## src/rtl/aesl_deadlock_watchdog.sv

```systemverilog
// Deadlock watchdog: confirms a deadlock once the monitor's blocked flag stays high with an
// unchanged channel bitmap for THRESHOLD consecutive cycles, then holds a report until consumed.
module aesl_deadlock_watchdog #(
   parameter int unsigned THRESHOLD = 1000,
   parameter int unsigned INFO_W    = 4
) (
   input  logic              clock,
   input  logic              reset_n,
   input  logic              block,
   input  logic [INFO_W-1:0] axis_block_info,
   input  logic              clear,
   input  logic              report_ready,
   output logic              suspect,
   output logic              deadlock,
   output logic              report_valid,
   output logic [INFO_W-1:0] report_info,
   output logic [15:0]       stall_cycles,
   output logic [7:0]        episodes
);

   localparam int unsigned STALL_W = 16;
   localparam int unsigned EPI_W   = 8;
   localparam logic [STALL_W-1:0] THR    = STALL_W'(THRESHOLD);
   localparam logic [STALL_W-1:0] THR_M1 = STALL_W'(THRESHOLD - 1);
   localparam logic [EPI_W-1:0]   EPI_MAX = '1;

   typedef enum logic [1:0] {
      IDLE      = 2'd0,
      SUSPECT   = 2'd1,
      CONFIRMED = 2'd2,
      DONE      = 2'd3
   } state_t;

   state_t              state_q, state_d;
   logic [STALL_W-1:0]  stall_q, stall_d;
   logic [INFO_W-1:0]   snap_q, snap_d;
   logic [INFO_W-1:0]   info_q, info_d;
   logic                dead_q, dead_d;
   logic [EPI_W-1:0]    epi_q, epi_d;
   logic                suspect_q, valid_q;

   // State register; suspect/report_valid are registered decodes of the next state
   always_ff @(posedge clock or negedge reset_n) begin
      if (!reset_n) begin
         state_q   <= IDLE;
         stall_q   <= '0;
         snap_q    <= '0;
         info_q    <= '0;
         dead_q    <= 1'b0;
         epi_q     <= '0;
         suspect_q <= 1'b0;
         valid_q   <= 1'b0;
      end else begin
         state_q   <= state_d;
         stall_q   <= stall_d;
         snap_q    <= snap_d;
         info_q    <= info_d;
         dead_q    <= dead_d;
         epi_q     <= epi_d;
         suspect_q <= (state_d == SUSPECT);
         valid_q   <= (state_d == CONFIRMED);
      end
   end

   // Next-state and datapath; clear overrides every other event
   always_comb begin
      state_d = state_q;
      stall_d = stall_q;
      snap_d  = snap_q;
      info_d  = info_q;
      dead_d  = dead_q;
      epi_d   = epi_q;
      if (clear) begin
         state_d = IDLE;
         stall_d = '0;
         snap_d  = '0;
         info_d  = '0;
         dead_d  = 1'b0;
      end else begin
         case (state_q)
            IDLE: begin
               if (block) begin
                  state_d = SUSPECT;
                  stall_d = STALL_W'(1);
                  snap_d  = axis_block_info;
                  if (epi_q != EPI_MAX) epi_d = epi_q + EPI_W'(1);
               end else begin
                  stall_d = '0;
               end
            end
            SUSPECT: begin
               if (!block) begin
                  state_d = IDLE;
                  stall_d = '0;
               end else if (axis_block_info != snap_q) begin
                  // Bitmap moved: the pipeline made progress, restart the count
                  stall_d = STALL_W'(1);
                  snap_d  = axis_block_info;
               end else if (stall_q == THR_M1) begin
                  state_d = CONFIRMED;
                  stall_d = THR;
                  dead_d  = 1'b1;
                  info_d  = snap_q;
               end else begin
                  stall_d = stall_q + STALL_W'(1);
               end
            end
            CONFIRMED: begin
               if (report_ready) state_d = DONE;
            end
            DONE: begin
               state_d = DONE;
            end
            default: state_d = IDLE;
         endcase
      end
   end

   assign suspect      = suspect_q;
   assign deadlock     = dead_q;
   assign report_valid = valid_q;
   assign report_info  = info_q;
   assign stall_cycles = stall_q;
   assign episodes     = epi_q;

endmodule

```

## config.mk

```make
export PLATFORM = sky130hd
export DESIGN_NAME = aesl_deadlock_watchdog
export DESIGN_NICKNAME = d
export VERILOG_FILES = /design/src/rtl/aesl_deadlock_watchdog.sv
export SDC_FILE = /design/constraint.sdc
export NUM_CORES = 1
export LEC_CHECK = 0
export CORE_MARGIN = 2
export CORE_UTILIZATION = 45
export CTS_CLUSTER_DIAMETER = 200
export DETAILED_ROUTE_END_ITERATION = 12
export PLACE_DENSITY = 0.75
export SLEW_MARGIN = 40
export SYNTH_ARGS = -nofsm -noshare
export SYNTH_HDL_FRONTEND = slang
export SYNTH_SLANG_ARGS = --single-unit
```

## constraint.sdc

```tcl
create_clock -name clock -period 1.8 [get_ports clock]
set_input_delay 0.36 -clock clock [delete_from_list [all_inputs] [get_ports clock]]
set_output_delay 0.36 -clock clock [all_outputs]
set_load 0.02 [all_outputs]
```

==> results.md, run 1 <==
- Outcome: finished with violations
- Failing checks: setup timing
- PwrDens: approximately 700 nW/µm²
- Largest net degree at the start of global routing: 21
- Mean Syn Cell Area: 9.633 µm²
- Hold-fix buffers, CTS: 0
- Initial drt markers: around 150
- Worst EP required: 2020 ps
- CP endpoint kind: flop
- Die ar.: 4730 µm²
- Vias: approximately 1800
- Fin. Hold Viols: 0
- Total power: 2.010 mW
- Tcrit/Tclk final: 106.3%
- Distinct cells, synth: 37
- Delay-heaviest family, CP: simple AND/OR/NAND/NOR gates
- DRC: 0
- Die Wd: slightly below 70 µm
- Hold Path Class: in2async
- Setup Crit Path Kind: reg2reg
- Fillers: between 300 and 400
- Ant diodes: 0
- Core box area: approximately 4000 µm²
- Starting density of the core: 46.86%
- CTS tree: yes
- Syn. warnings: 0
- Fmax: roughly 520 MHz
- WP buf/inv: 1
- Worst slack at placement: -608.9 ps
- Seq/Total Area, Yosys: between 40% and 50%
- Critical Path AT: 2140 ps
- Post-synth top cells: dfrtp_1, nand2_1, nand3_1
- Cell accounting for the most synthesized area: dfrtp_1
- Cells after DPL: approximately 320
- VDD IR max: 0.7021 mV
- Gr usage total: 21.67%
- Clock Sink Count: 37
- Worst slew margin: approximately 64%
- Worst-path fanout max: 6
- Root buf cell: clkbuf_8
- Hpwl dp: ~3.5 mm
- Fin cells: 330
- Area delta synth->final: 51.49%
- Max incr delay on CP: 570 ps
- Final Max Slew Viols: 0
- First-pass GRT wire length: approximately 7.5 mm
- CTS Buf Count: 5
- Post-DP Area: roughly 2600 µm²
- Crit path cell chain: or3b_4 > or4b_4 > nor2_8 > buf_6 > a21o_1 > a22o_1
- H-Tree Depth: 2
- Syn Nets: 207
- IO buf count: 39
- Top FF cell, synth: dfrtp_1
- Slowest CP cell: or4b_4
- Share of layout cells above drive strength 1: 26.07%
- Syn Inst Count: a little under 200
- Synth top area cells: dfrtp_1, nand2_1, nand3_1
- DRT Pass-1 Iters: 4
- Register clock-pin slew on the reported worst setup and hold paths: 70 ps
- I/O pin cnt: 40
- # setup viols final: 14
- Most common cell in the synthesized netlist: dfrtp_1
- Post-route cell area: 2860 µm²
- TNS Setup: -1039 ps
- Worst setup SP type: flop
- Clk Latency, worst-skew pair: ~280 ps
- EDFF count, synth: 0
- Total wire length: 4.809 mm
- Fin crit period: around 1900 ps
- Top-area cell type share of the netlist area: 49.04%
- Row cnt: 23
- Vias in the first global route: 1684
- Synth async-reset ratio: 100.0%
- Detail Route Antenna Nets: 0
- Die Y: 68.78 µm
- Worst Skew: 6.478 ps
- Max Root-Sink Buffers: 2
- Least-Margin Pin Slew: 537.4 ps
- Final weighted congestion in routability-driven placement: 0.8685
- PnR worst setup slack: -113.4 ps
- Synth Register Bits: 37
- Synthesized cell area: 1888 µm²
- Grt total ovfl: 0
- RSZ-0062 raised after global routing: true
- Max-cap violations: 0
- Final nets: 290
- Static Leak: roughly 1.3 nW
- Initial antenna violation count: 0
- Post-DR wirelength/cell: 14.57 µm
- Via density per instance: 5.536
worst register-to-register path, stage by stage, from the launching register on:
cell	delay, ps
dfrtp_1	390
or3b_4	380
or4b_4	570
nor2_8	180
buf_6	120
a21o_1	100
a22o_1	110
per-layer routing:
layer	wire length (µm)	vias to the layer above	GRT usage, %
met2	2465	67	37.26
met4	103	0	8.824
met5	0	-	0
li1	-	867	-
met1	1970	882	26.72
met3	269	11	4.058
placed cells by master (no fill, tap or decap), types with 5 or more instances in the layout:
cell type / count
buf_6: 5
nand3_1: 11
dfrtp_1: 37
nor2_1: 9
o21ai_1: 7
clkdlybuf4s50_1: 32
nand2_1: 28
clkbuf_8: 5
nand4_1: 6
a21oi_1: 7
xnor2_1: 5
buf_4: 34
xor2_1: 7
nand2b_1: 10
mux2i_1: 5
final timing paths:
path | startpoint | to | cells after the start | slack, ps
worst max-delay path | state_q[1]$_DFF_PN0_ | stall_cycles[9]$_DFFE_PN0N_ | 6 | -110
worst min-delay path | reset_n | stall_cycles[5]$_DFFE_PN0N_ | 1 | 10
worst max register to register | state_q[1]$_DFF_PN0_ | stall_cycles[9]$_DFFE_PN0N_ | 6 | -110
worst min register to register | episodes[6]$_DFFE_PN0P_ | episodes[6]$_DFFE_PN0P_ | 1 | 490
max in group asynchronous | reset_n | stall_cycles[15]$_DFFE_PN0N_ | 2 | 1340
min in group clock | axis_block_info[1] | snap_q[1]$_DFFE_PN0P_ | 3 | 370
stage by stage:
stage	util [%]	hold slack, ps
after global placement	64.84	330.9
after global routing	70.99	37.30
after floorplan	-	64.41
after detailed placement	64.84	331.2
final	70.99	11.28
after CTS	68.57	20.99
timing repair:
action | in CTS | in global routing
gates resized for setup | 11 | 24
pin swaps | 6 | 6
setup endpoints to repair | 28 | 25
buffers inserted | 4 | 0
gates cloned | 1 | 0
sequential cells by signal, indices dropped and copies added, names as in the netlist:
name,flops
stall_cycles,16
episodes,8
report_valid,1
deadlock,1
snap_q,4
suspect,1
report_info,4
state_q,2
cell type report:
class,instances,area [µm²],share of cell area (%)
sequential,37,925.9,32.37
clock inverter,2,10.01,0.3500
clock buffer,6,72.57,2.537
inverter,3,11.26,0.3937
multi-input combinational,153,1054,36.83
timing repair buffer,79,724.4,25.33
tap,50,62.56,2.187
kinds of logic after synthesis:
| kind of cell | after synthesis | synth area share, % |
|---|---|---|
| mux | 6 | 3.247 |
| compound gates | 34 | 10.74 |
| buf+inv | 7 | 1.789 |
| flops | 37 | 49.04 |
| simple gates | 95 | 26.91 |
| fa+ha+maj | 2 | 1.325 |
| xor+xnor | 15 | 6.958 |
power breakdown:
part	internal (mW)	switching, mW	total (mW)
Clock	0.268	0.286	0.554
Combinational	0.237	0.229	0.466
Sequential	0.902	0.0877	0.990
(Power assumes the default switching activity.)
==> run 2: changes to the inputs <==
- CORE_UTILIZATION: 45 -> 47
- CTS_BUF_LIST: not set -> sky130_fd_sc_hd__clkbuf_8
- PLACE_DENSITY: 0.75 -> 0.78
==> results.md, run 2 (same netlist as run 1, synthesis figures left out) <==
- Failing checks: setup timing
- Setup Crit Path Kind: reg2reg
- Register clock-pin slew on the reported worst setup and hold paths: 80 ps
- DRC: 0
- Largest register FFs: 16
- CTS Buf Count: 5
- Least-Margin Pin Slew: 402.4 ps
- Die Y: 67.38 µm
- Worst slew margin: about three quarters
- Share of layout cells above drive strength 1: 26.26%
- Fin crit period: around 1900 ps
- VDD IR max: slightly above 0.9 mV
- PnR worst setup slack: -101.1 ps
- Critical Path AT: 2120 ps
- Outcome: finished with violations
- CP startpoint: state_q[1]$_DFF_PN0_
- Reg2reg path depth: 7
- Pint: 1.584 mW
- Commonest non-fill, non-tap cell in the layout: dfrtp_1
- PwrDens: 758.9 nW/µm²
- Core box area: slightly below 4000 µm²
- Clock network power share: 34.4%
- Hpwl dp: 3.418 mm
- Max Root-Sink Buffers: 2
- Hold Crit Depth: 3
- Reg-to-reg startpoint: state_q[1]$_DFF_PN0_
- Sequential Power Share: 44.8%
- RSZ-0062 raised after global routing: true
- Hold Path Class: in2reg
- Via density per instance: 5.552
- R2R Setup Slk: -100 ps
- Combinational Power Share: 20.8%
- Worst Skew: slightly below 8 ps
- DRT Pass-1 Iters: 4
- Root buf cell: clkbuf_8
- Sw frac: approximately 28%
- Post-DR wirelength/cell: 15.22 µm
- CTS tree: yes
- Final core area utilization: 73.44%
- Vias: 1821
- Area delta synth->final: 53.35%
- Tcrit/Tclk final: 105.6%
- CP endpoint kind: flop
- I/O pin cnt: 40
- IO buf count: 39
- Final Max Slew Viols: 0
- Total wire length: approximately 5.0 mm
- Grt total ovfl: 0
- Initial drt markers: approximately 140
- Clk Latency, worst-skew pair: around 300 ps
- Vias in the first global route: 1717
- Fmax: about 530 MHz
- First-pass GRT wire length: 7.741 mm
- Static Leak: 1.356 nW
- Starting density of the core: 47.89%
- Worst-path fanout max: 5
- Detail Route Antenna Nets: 0
- Worst EP required: 2020 ps
- Final weighted congestion in routability-driven placement: 0.8886
- Reg2reg end: stall_cycles[10]$_DFFE_PN0N_
- H-Tree Depth: 2
- Max-cap violations: 0
- Worst setup SP type: flop
- Worst Setup EP: stall_cycles[10]$_DFFE_PN0N_
- Ant diodes: 0
- Row cnt: 23
- Largest net degree at the start of global routing: 22
- Initial antenna violation count: 0
- Commonest non-fill, non-tap cells in the layout: dfrtp_1, buf_4, clkdlybuf4s50_1
- Gr usage total: 23.01%
- Post-DP Area: 2582 µm²
- Switching Power: 612.9 µW
- Die ar.: 4540 µm²
- Die Wd: 67.38 µm
- # setup viols final: 11
- Final nets: 288
- Fin. Hold Viols: 0
- Clock Sink Count: 37
- Post-route cell area: 2895 µm²
==> run 2: changes by cell type in the layout (fill, tap and decap cells not counted), sizes merged <==
cell	change
clkdlybuf4s50	-3
dlymetal6s2s	+3
buf	-2
clkinv	-2
bufinv	+1
clkinvlp	+1
dlygate4sd3	+1
nor2	-1
==> run 2: power groups by stage <==
stage | sequential (mW) | clock [mW] | combinational, mW
after floorplan | 1.07 | 0 | 0.128
after global placement | 0.996 | 0 | 0.439
after detailed placement | 1.00 | 0 | 0.450
after CTS | 0.985 | 0.771 | 0.455
after global routing | 0.998 | 0.810 | 0.500
final | 0.984 | 0.755 | 0.458
==> run 2: what timing repair did <==
action                                  4_1_cts  5_1_grt
endpoints found under the hold margin        16        0
pin swaps                                     2       12
endpoints found under the setup margin       28       30
resized for setup                            12       27
buffers inserted                              2        3
hold buffers                                  1        0
==> run 2: cell type report <==
class                      count  area [µm²]
inverter                       3       11.26
tap                           50       62.56
multi-input combinational    152        1047
fill                         279        1047
timing repair buffer          78       728.2
sequential                    37       925.9
clock inverter                 2       37.54
clock buffer                   6       82.58
==> run 2: routing by layer <==
layer	track usage, %	part of all wire [%]
met3	5.333	5.0
met4	7.398	1.8
met2	38.99	53
met1	29.13	40
met5	0	0
==> run 2: how the worst min path moves through the flow <==
stage | startpoint | to | slack (ps)
5_1_grt | axis_block_info[0] | snap_q[0]$_DFFE_PN0P_ | 390
3_3_place_gp | reset_n | stall_cycles[8]$_DFFE_PN0N_ | 310
6_report | axis_block_info[0] | snap_q[0]$_DFFE_PN0P_ | 380
2_1_floorplan | reset_n | deadlock$_DFFE_PN0P_ | 60
4_1_cts | deadlock$_DFFE_PN0P_ | deadlock$_DFFE_PN0P_ | 510
3_5_place_dp | reset_n | stall_cycles[8]$_DFFE_PN0N_ | 310
==> run 2: worst max-delay path, cell delays in order (launching register included) <==
cell and delay [ps]:
dfrtp_1 380, or3b_4 380, or4b_4 530, nor2_8 170, buf_6 130, buf_4 100
nand2_2 40, o22ai_1 100
==> run 2: per-stage QoR <==
step | instances | hold WS, ps | setup WS (ps) | power, mW | TNS [ps]
CTS | 325 | 513.8 | -124.4 | 2.211 | -1210
finish | 328 | 378.9 | -101.1 | 2.197 | -708.6
global route | 328 | 390.6 | -171.4 | 2.309 | -1790
detailed placement | 314 | 314.5 | -678.7 | 1.450 | -13380
floorplan | 196 | 64.41 | -92.31 | 1.203 | -772.9
global placement | 314 | 310.2 | -615.9 | 1.435 | -12330
==> run 3: changes to the inputs <==
- MAX_ROUTING_LAYER: not set -> met4
==> results.md, run 3 (same netlist as run 1, synthesis figures left out) <==
- Outcome: finished with violations
- Failing checks: hold timing, setup timing
- Die ar.: 4540 µm²
- Total power: 2.027 mW
- Final nets: 287
- Post-DR wirelength/cell: 14.25 µm
- Max incr delay on CP: 560 ps
- Worst slack at placement: -661.7 ps
- Post-route cell area: 2834 µm²
- CP endpoint kind: flop
- Vias in the first global route: approximately 1700
- Critical Path AT: around 2100 ps
- Total wire length: roughly 4.6 mm
- Hpwl dp: around 3.3 mm
- Delay-heaviest family, CP: simple AND/OR/NAND/NOR gates
- Max Root-Sink Buffers: 2
- Core box area: 3943 µm²
- Via density per instance: 5.331
- Clk Latency, worst-skew pair: about 290 ps
- H-Tree Depth: 2
- Share of layout cells above drive strength 1: 25.00%
- Initial antenna violation count: 0
- Worst-path fanout max: 6
- DRC: 0
- Area delta synth->final: 50.10%
- Row cnt: 23
- Fmax: between 500 and 600 MHz
- Hold slack: -4.811 ps
- Die Y: 67.38 µm
- Gr usage total: a little under a quarter
- Hold Path Class: in2async
- Cells after DPL: 315
- DRT Pass-1 Iters: 4
- Metal-1 WL: just under 2 mm
- IO buf count: 39
- Worst setup SP type: flop
- Largest register FFs: 16
- Least-Margin Pin Slew: 432.0 ps
- Fin. Hold Viols: 9
- Grt total ovfl: 0
- Worst Skew: 4.911 ps
- Routed met2 length: 2.346 mm
- PnR worst setup slack: -76.27 ps
- Fin crit period: around 1900 ps
- Largest net degree at the start of global routing: 21
- # setup viols final: 13
- Commonest non-fill, non-tap cells in the layout: dfrtp_1, buf_4, clkdlybuf4s50_1
- Final weighted congestion in routability-driven placement: slightly below 0.9
- Max-cap violations: 0
- RSZ-0062 raised after global routing: true
- WP buf/inv: 0
- DR top layer: met4
- TNS Setup: -442.5 ps
- Hold-fix buffers, CTS: 0
- Tcrit/Tclk final: 104.2%
- Final Max Slew Viols: 0
- PwrDens: 715.4 nW/µm²
- Detail Route Antenna Nets: 0
- Worst slew margin: a little under three quarters
- Setup Crit Path Kind: reg2reg
- Crit path cell chain: or3b_4 > or4b_4 > nor2_8 > nand2_2 > o211ai_1
- First-pass GRT wire length: ~7.6 mm
- Commonest non-fill, non-tap cell in the layout: dfrtp_1
- Starting density of the core: 47.89%
- Static Leak: approximately 1.3 nW
- Die Wd: 67.38 µm
- Worst EP required: 2010 ps
- Vias: 1738
- I/O pin cnt: 40
- Register clock-pin slew on the reported worst setup and hold paths: approximately 70 ps
- WL met3: approximately 250 µm
- CTS Buf Count: 5
- Ant diodes: 0
- CTS tree: yes
- Fillers: ~290
- VDD IR max: 0.8332 mV
- Clock Sink Count: 37
- Root buf cell: clkbuf_8
- Slowest CP cell: or4b_4
- Initial drt markers: roughly 140
- Fin cells: 326
- Post-DP Area: 2590 µm²
[run 3: cell types whose count changed in the layout (fill, tap and decap cells not counted), sizes merged]
cell	previous run	this run
clkdlybuf4s50	29	30
clkinvlp	1	0
dlygate4sd3	1	0
nor2	13	14
dlymetal6s2s	7	6
bufinv	1	0
inv	3	4
buf	39	38
[run 3: area by class of cell]
| type | instances | area, µm² | area share, % |
|---|---|---|---|
| Clock buffer | 6 | 82.58 | 2.914 |
| Timing Repair Buffer | 76 | 703.2 | 24.81 |
| Clock inverter | 1 | 3.754 | 0.1325 |
| Inverter | 3 | 11.26 | 0.3974 |
| Tap cell | 50 | 62.56 | 2.208 |
| Sequential cell | 37 | 925.9 | 32.67 |
| Multi-Input combinational cell | 153 | 1045 | 36.87 |
[run 3: path summary, 6_finish.rpt]
kind                                          from                      endpoint  slack [ps]  cells past startpoint
max                           state_q[1]$_DFF_PN0_  stall_cycles[11]$_DFFE_PN0N_         -80                      5
min                                        reset_n   stall_cycles[4]$_DFFE_PN0N_          -5                      1
max reg2reg                   state_q[1]$_DFF_PN0_  stall_cycles[11]$_DFFE_PN0N_         -80                      5
min reg2reg                episodes[6]$_DFFE_PN0P_       episodes[6]$_DFFE_PN0P_         510                      1
max in group asynchronous                  reset_n        report_valid$_DFF_PN0_        1350                      2
min in group clock              axis_block_info[1]         snap_q[1]$_DFFE_PN0P_         370                      3
[run 3: report_power, final]
part | switching [mW] | internal [mW]
clock network | 0.290 | 0.298
registers | 0.0799 | 0.902
logic | 0.225 | 0.232
total | 0.595 | 1.43
[run 3: through the flow]
step	hold WS, ps	util [%]
6_report	-4.811	71.88
3_5_place_dp	318.0	65.69
2_1_floorplan	64.41	-
5_1_grt	15.65	71.88
4_1_cts	7.849	69.06
3_3_place_gp	319.4	65.69
[run 3: what timing repair did]
| action | 4_1_cts | 5_1_grt |
|---|---|---|
| setup buffers | 2 | 1 |
| setup endpoints to repair | 28 | 30 |
| cloned | 1 | 0 |
| pin swaps | 3 | 12 |
| resized for setup | 8 | 30 |
[run 3: metal layers]
metal  global-route usage [%]  vias up
met4                    8.929        0
li1                         -      861
met5                        -        -
met2                    36.39       48
met1                    29.11      821
met3                    4.833        8
[run 3: worst register-to-register path: cells and delay by family (launching register included)]
kind | cells | cell delay, ps
AO/OA/AOI/OAI | 1 | 200
AND/OR/NAND/NOR | 4 | 1210
flip-flops | 1 | 380
